**config.mk**
```make
export PLATFORM = sky130hd
export DESIGN_NAME = writeback_arbiter
export DESIGN_NICKNAME = d
export VERILOG_FILES = /design/src/rtl/writeback_arbiter.sv
export SDC_FILE = /design/constraint.sdc
export NUM_CORES = 1
export LEC_CHECK = 0
export BUFFER_PORTS_ARGS = -buffer_cell sky130_fd_sc_hd__buf_2
export CAP_MARGIN = 20
export CORE_MARGIN = 5
export CORE_UTILIZATION = 30
export CTS_BUF_LIST = sky130_fd_sc_hd__clkbuf_4 sky130_fd_sc_hd__clkbuf_8
export DETAILED_ROUTE_END_ITERATION = 10
export REMOVE_ABC_BUFFERS = 1
export SLEW_MARGIN = 10
export SYNTH_ARGS = -nofsm -noshare
export SYNTH_HDL_FRONTEND = slang
export SYNTH_SLANG_ARGS = --single-unit
```
**constraint.sdc**
```tcl
create_clock -name clk_i -period 5.52 [get_ports clk_i]
set_input_delay 1.104 -clock clk_i [delete_from_list [all_inputs] [get_ports clk_i]]
set_output_delay 1.104 -clock clk_i [all_outputs]
set_load 0.01 [all_outputs]
```
**src/rtl/writeback_arbiter.sv**
```systemverilog
// Merges ALU and buffered MDU/load writebacks onto the register file write port.
// Optional pending-write query ports are built when WB_PENDING_QUERY_EN is defined.
module writeback_arbiter #(
  parameter int unsigned COUNT        = 32,
  parameter int unsigned BUS_WIDTH    = 32,
  parameter int unsigned FIFO_DEPTH   = 4,
  parameter int unsigned STARVE_LIMIT = 8,
  localparam int unsigned AddrWidth   = $clog2(COUNT),
  localparam int unsigned PtrWidth    = $clog2(FIFO_DEPTH),
  localparam int unsigned CntWidth    = PtrWidth + 1
) (
  input  logic                 clk_i,
  input  logic                 rst_ni,
  input  logic                 alu_valid_i,
  output logic                 alu_ready_o,
  input  logic [AddrWidth-1:0] alu_addr_i,
  input  logic [BUS_WIDTH-1:0] alu_data_i,
  input  logic                 mdu_valid_i,
  output logic                 mdu_ready_o,
  input  logic [AddrWidth-1:0] mdu_addr_i,
  input  logic [BUS_WIDTH-1:0] mdu_data_i,
  output logic                 wr_en_o,
  output logic [AddrWidth-1:0] write_addr_o,
  output logic [BUS_WIDTH-1:0] data_in_o,
`ifdef WB_PENDING_QUERY_EN
  input  logic [AddrWidth-1:0] query_addr_i,
  output logic                 query_pending_o,
`endif
  output logic [CntWidth-1:0]  fifo_count_o
);

  localparam int unsigned StarveWidth = $clog2(STARVE_LIMIT + 1);

  typedef enum logic [0:0] {StNormal, StForce} state_e;

  state_e                 state_q, state_d;
  logic [StarveWidth-1:0] starve_q, starve_d;
  logic [PtrWidth-1:0]    wr_ptr_q, rd_ptr_q;
  logic [CntWidth-1:0]    count_q, count_d;
  logic                   wr_en_q;
  logic [AddrWidth-1:0]   write_addr_q;
  logic [BUS_WIDTH-1:0]   data_in_q;

  logic [AddrWidth-1:0]   addr_mem_q [FIFO_DEPTH];
  logic [BUS_WIDTH-1:0]   data_mem_q [FIFO_DEPTH];

  logic                   fifo_empty, fifo_full, push, pop, alu_fire, win;
  logic [AddrWidth-1:0]   win_addr;
  logic [BUS_WIDTH-1:0]   win_data;

  always_comb begin
    state_d     = state_q;
    starve_d    = starve_q;
    fifo_empty  = (count_q == '0);
    fifo_full   = (count_q == CntWidth'(FIFO_DEPTH));
    mdu_ready_o = !fifo_full;
    push        = mdu_valid_i && !fifo_full;
    alu_ready_o = (state_q == StNormal);
    alu_fire    = alu_valid_i && alu_ready_o;
    pop         = !fifo_empty && ((state_q == StForce) || !alu_fire);
    count_d     = count_q + CntWidth'(push) - CntWidth'(pop);

    unique case (state_q)
      StNormal: begin
        if (pop || fifo_empty) begin
          starve_d = '0;
        end else if (alu_valid_i) begin
          if (starve_q == StarveWidth'(STARVE_LIMIT - 1)) begin
            state_d  = StForce;
            starve_d = '0;
          end else begin
            starve_d = starve_q + StarveWidth'(1);
          end
        end
      end
      StForce: begin
        state_d  = StNormal;
        starve_d = '0;
      end
      default: state_d = StNormal;
    endcase

    win      = alu_fire || pop;
    win_addr = alu_fire ? alu_addr_i : addr_mem_q[rd_ptr_q];
    win_data = alu_fire ? alu_data_i : data_mem_q[rd_ptr_q];
  end

  always_ff @(posedge clk_i) begin
    if (!rst_ni) begin
      state_q      <= StNormal;
      starve_q     <= '0;
      wr_ptr_q     <= '0;
      rd_ptr_q     <= '0;
      count_q      <= '0;
      wr_en_q      <= 1'b0;
      write_addr_q <= '0;
      data_in_q    <= '0;
    end else begin
      state_q  <= state_d;
      starve_q <= starve_d;
      count_q  <= count_d;
      if (push) wr_ptr_q <= wr_ptr_q + PtrWidth'(1);
      if (pop)  rd_ptr_q <= rd_ptr_q + PtrWidth'(1);
      // Writes to $zero still consume their slot but never reach the register file.
      wr_en_q <= win && (win_addr != '0);
      if (win) begin
        write_addr_q <= win_addr;
        data_in_q    <= win_data;
      end
    end
  end

  always_ff @(posedge clk_i) begin
    if (push) begin
      addr_mem_q[wr_ptr_q] <= mdu_addr_i;
      data_mem_q[wr_ptr_q] <= mdu_data_i;
    end
  end

`ifdef WB_PENDING_QUERY_EN
  always_comb begin
    query_pending_o = 1'b0;
    for (int unsigned k = 0; k < FIFO_DEPTH; k++) begin
      if ((CntWidth'(k) < count_q) && (query_addr_i != '0) &&
          (addr_mem_q[rd_ptr_q + PtrWidth'(k)] == query_addr_i)) begin
        query_pending_o = 1'b1;
      end
    end
  end
`endif

  assign wr_en_o      = wr_en_q;
  assign write_addr_o = write_addr_q;
  assign data_in_o    = data_in_q;
  assign fifo_count_o = count_q;

endmodule
```
== Word level (Yosys, flattened, before mapping) ==
Memories as Yosys holds them, arrays and structs flattened. A register that Yosys moved wholly into a read port is not among the register bits.
Cells that the tools add are included.

* Register bits after elaboration: 50
* RAM bits: 148
* Output and inout port bits: 43
* Memories: 2

{| class="wikitable"
|+ Memory list
! name !! words !! bits a word !! read ports !! clocked after Yosys merged registers in !! wr ports !! line !! text
|-
| data_mem_q || 4 || 32 || 1 || 1 || 1 || 45 || <nowiki>logic [BUS_WIDTH-1:0] data_mem_q [FIFO_DEPTH];</nowiki>
|-
| addr_mem_q || 4 || 5 || 1 || 1 || 1 || 44 || <nowiki>logic [AddrWidth-1:0] addr_mem_q [FIFO_DEPTH];</nowiki>
|}

* $add $sub $neg: 5
* Eq/ne operators: 3
* Multiplexer cells: 16
* Bitwise logic cells: 1
* Reduce and logical (&&, ||, !) cells: 12

{| class="wikitable"
|+ Operator list
! operator !! count
|-
| $mux W32 || 1
|-
| $mux W4 || 3
|-
| $mux W2 || 4
|-
| $pmux W4 S2 || 1
|-
| $mux W1 || 5
|-
| $mux W5 || 1
|-
| $reduce_bool A5 Y1 || 1
|-
| $add A2 B1 Y2 const B || 2
|-
| $add A4 B1 Y4 const B || 1
|-
| $eq A4 B3 Y1 const B || 1
|-
| $logic_and A1 B1 Y1 || 4
|-
| $add A3 B1 Y3 || 1
|-
| $eq A3 B3 Y1 const B || 1
|-
| $logic_not A1 Y1 || 3
|-
| $logic_not A3 Y1 || 1
|-
| $logic_or A1 B1 Y1 || 3
|-
| $ne A3 B2 Y1 const B || 1
|-
| $sub A3 B1 Y3 || 1
|-
| $pmux W1 S2 || 1
|-
| $not A1 Y1 || 1
|}

== Depth between registers and ports, before layout ==
* Depth after elaboration: 8
* Mapped depth: 10
* Mapped depth without buffers: 10

== Worst setup path after synthesis ==
Ideal clock, no wire load.

* Kind: input-to-reg
* Start point: input alu_valid_i
* End point: register count_q[2] (netlist: fifo_count_o[2])
* Setup time: 0.115 ns
* Arrival time: 2.617 ns
* Data required time: 5.405 ns
* Setup slack: 2.788 ns
* Stages: 9
* Path buffers: 0
* Path through: nor2b_1 nor2_1 ha_1 inv_1 ha_1 fa_1 xnor2_1 xnor2_1 and2_1

* Cells in the longest elaborated chain, start to end: 5

{| class="wikitable"
|+ RTL lines
! item !! line !! text
|-
| start: declaration || 14 || <nowiki>input logic alu_valid_i,</nowiki>
|-
| $logic_and A1 B1 Y1 || 59 || <nowiki>alu_fire = alu_valid_i && alu_ready_o;</nowiki>
|-
| $logic_not A1 Y1 || 60 || <nowiki>pop = !fifo_empty && ((state_q == StForce) || !alu_fire);</nowiki>
|-
| $logic_or A1 B1 Y1 || 60 ||
|-
| $logic_and A1 B1 Y1 || 60 ||
|-
| via pop || 47 || <nowiki>logic fifo_empty, fifo_full, push, pop, alu_fire, win;</nowiki>
|-
| $sub A3 B1 Y3 || 61 || <nowiki>count_d = count_q + CntWidth'(push) - CntWidth'(pop);</nowiki>
|-
| end signal: assignment || 101 || <nowiki>count_q <= count_d;</nowiki>
|-
| end: declaration || 39 || <nowiki>logic [CntWidth-1:0] count_q, count_d;</nowiki>
|}

The timed path passes the listed nets, and every way through them passes these cells.
A chain may end at the register's enable or synchronous reset.

== Worst setup path after layout ==
* Start point: register count_q[2] (netlist: fifo_count_o[2])
* End point: output mdu_ready_o

* Cells in the longest elaborated chain, start to end: 2

{| class="wikitable"
|+ RTL lines
! item !! line !! text
|-
| $eq A3 B3 Y1 || 55 || <nowiki>fifo_full = (count_q == CntWidth'(FIFO_DEPTH));</nowiki>
|-
| $logic_not A1 Y1 || 56 || <nowiki>mdu_ready_o = !fifo_full;</nowiki>
|-
| end: declaration || 19 || <nowiki>output logic mdu_ready_o,</nowiki>
|}

No other way between the ends.

==> impl_metrics.csv <==
group,metric,value,unit
synth,synth.area.top_cells,"edfxtp_1 59%, dfxtp_1 14%, mux4_2 11%",
synth,synth-edff-count,148,
clock_tree,clk_latency,0.45,ns
die,ios,121,
placed_design,pre_cts_slack,2.52,ns
die,die_area,28500,um2
routing,drtIter0Drc,174,
outcome,status,"complete, no violations",
sta,timing.hold.ws,0.468,ns
sta,hold_viol_final,0,
sta,slew_viol_final,0,
sta,fin_crit,2.64,ns
clock_tree,post_cts_resized,0,
critical_path,worstSetupStartpointType,"flip-flop",
clock_tree,htreeDepth,4,
global_routing,grt_pass1_wl,25.7,mm
routing,vias,4272,
synth,synth_cell_type_count,32,
routing,drc_errors,0,
global_routing,grt.overflow.total,0,
clock_tree,ctsLongestPathBuffers,2,
clock_tree,cts_buffers,17,
clock_tree,cts_tree,"built",
sta,finalSetupTns,0,ns
critical_path,path_class,"flip-flop to output pin",
synth,synthCells,469,
sta,finalCritPeriodShare,0.478,
synth,yosys-top-cells-count,"148 x edfxtp_1, 73 x nand2_1, 52 x dfxtp_1",
final_layout,fin_area,8850,um2
clock_tree,cts.sinks,200,
pwr,power_density,421,nW/um2
flow_run,maxCapViolCount,0,
pwr,p_sw_frac,0.314,
critical_path,cp_cell_sequence,"or3b_1 -> buf_2",
synth,netlist_area,7560,um2
hold_path,min_path_type,"flip-flop to flip-flop",
synth,synthFlopType,"edfxtp_1",
pwr,intPower,2.56,mW
placed_design,dp_hpwl,9.67,mm
routing,routed_wirelength,16.5,mm
placed_design,place_area,8490,um2
global_routing,grt_pass1_vias,4526,
final_layout,drive_gt1_frac,0.338,
synth,synth_top_area_frac,0.588,
routing,dr.pass1.iters,4,
critical_path,critPathTopFamily,"flip-flops",
routing,viasPerCell,4.61,
pwr,p_total,3.73,mW
routing,detail_route.wl_per_cell,17.8,um
global_routing,antenna_found_initial,1,
sta,clock_skew,0.0106,ns
pwr,vdd_drop_max,520,uV
sta,setup-violations-final,0,
synth,yosysSeqAreaShare,0.726,
critical_path,arrival,1.53,ns
synth,yosysMostFrequentCell,"edfxtp_1",
die,core_area,25000,um2
routing,drtAntennaViolNets,0,
placed_design,gp_congestion,0.660,
critical_path,critPathRequiredTime,4.42,ns
die,start_util,0.303,
final_layout,diodes,0,
die,die_w,169,um
synth,avgSynthCellArea,16.1,um2
critical_path,crit_slowest_cell,"dfxtp_1",
critical_path,path_buf_inv,1,
pwr,power_leakage,3.13,nW
synth,yosys.area.top_type,"edfxtp_1",
critical_path,crit_path_end_kind,"output pin",
pwr,seqPwrFrac,0.527,
sta,fin_ws,2.88,ns
final_layout,nets,670,
pwr,power.share.combinational,0.249,
pwr,power.switching,1.17,mW
placed_design,numPortBuffers,120,
die,die_y,169,um
sta,relSlewSlack,0.306,
synth,yosysWarningCount,0,
clock_tree,clock_tree.root_cell,"clkbuf_8",
sta,fmax,0.379,GHz
final_layout,area_delta_synth_final,17.1,%
critical_path,crit_path_max_incr_delay,0.46,ns
global_routing,grt_start_max_net_pins,72,
synth,synth-seq-cells,200,
sta,grt_setup_unrepaired,"no",
critical_path,crit_fanout,6,
global_routing,grt_usage,0.118,
synth,synthArstFlopShare,0,
die,rows,58,
clock_tree,clk_pin_slew_worst_paths,0.09,ns
clock_tree,postCtsSetupRepairBufs,0,
sta,worst_pin_slew,1.04,ns
clock_tree,cts_hold_buf,0,
pwr,clkPwrFrac,0.224,
==> state kept, by name, summed over array words and instances, names as in the netlist, named ones only <==
register,cells
rd_ptr_q,2
starve_q,4
data_mem_q,128
data_in_o,32
state_q,1
wr_en_o,1
addr_mem_q,20
wr_ptr_q,2
write_addr_o,5
fifo_count_o,3
==> placed cells by master, fill, tap and decap left out, types with 2 or more instances in the layout <==
master      Yosys  final
and2_1          8      8
xnor2_1         5      5
edfxtp_1      148    148
nand2_1        73     73
clkbuf_8        0     17
buf_4           3      4
and3_2          0      4
ha_1            7      7
clkinv_1        0      2
o211a_1         2      2
a31oi_1        34     34
clkbuf_4        0      4
nor2_1          5      5
inv_6           0      2
a21oi_1         3      3
mux2i_1         4      4
mux4_2         37     37
clkinv_4        0      2
inv_1           7      7
clkinv_2        0      2
nand3_1         3      3
dfxtp_1        52     50
o21ai_0        35     35
clkinvlp_4      0      3
buf_2           5    120
nor3_1          3      3
==> metal layers <==
metal / up-vias / track usage / routed length (um)
met5: - / 0 / 13
met4: 2 / 0.0346 / 182
met3: 15 / 0.0322 / 863
met2: 98 / 0.192 / 7920
met1: 2136 / 0.156 / 7520
li1: 2021 / - / -
==> cells by family (layout without fill, tap and decap cells) <==
logic type / count (synthesis) / in the layout / share of synthesized area
flip-flops: 200 / 200 / 0.726
AO/OA/AOI/OAI: 75 / 75 / 0.0569
adder cells (fa/ha/maj): 8 / 8 / 0.0142
buffers and inverters: 37 / 165 / 0.0218
XOR/XNOR: 6 / 6 / 0.00695
AND/OR/NAND/NOR: 102 / 102 / 0.0588
multiplexers: 41 / 41 / 0.116
==> per-stage QoR <==
stage	instances	util
floorplan	440	-
global placement	894	0.340
detailed placement	894	0.340
CTS	926	0.354
global route	927	0.355
finish	927	0.355
==> power groups by stage <==
stage,registers (mW),logic (mW),clock network [mW]
finish,1.97,0.930,0.835
detailed placement,2.01,0.956,0
floorplan,2.00,0.566,0
CTS,1.98,0.958,0.867
global placement,2.01,0.944,0
global route,2.00,1.04,0.928
==> worst paths after layout <==
kind	from	to	slack (ns)	cells after the start
max reg2reg	fifo_count_o[0]$_SDFF_PN0_	fifo_count_o[2]$_SDFF_PN0_	2.97	10
min	starve_q[0]$_SDFFE_PN0P_	starve_q[0]$_SDFFE_PN0P_	0.47	1
max	fifo_count_o[2]$_SDFF_PN0_	mdu_ready_o	2.88	2
min reg2reg	starve_q[0]$_SDFFE_PN0P_	starve_q[0]$_SDFFE_PN0P_	0.47	1
==> worst reg2reg max path, delay by kind of cell (launching register included) <==
family                     cells  cell delay, ns
xor gates and xnor gates       2            0.27
adders and majority gates      3            0.86
buffers and inverters          2            0.48
DFF                            1            0.38
and+or+nand+nor                3            0.45
==> layout make-up <==
type	count	area, um2
clock buffer	21	264
inverter	8	30.0
clock inverter	11	75.1
fill	2434	16100
multi-input combinational	232	1930
timing repair buffer	125	651
tap	330	413
sequential	200	5490
Power figures use the tool's default switching activity.
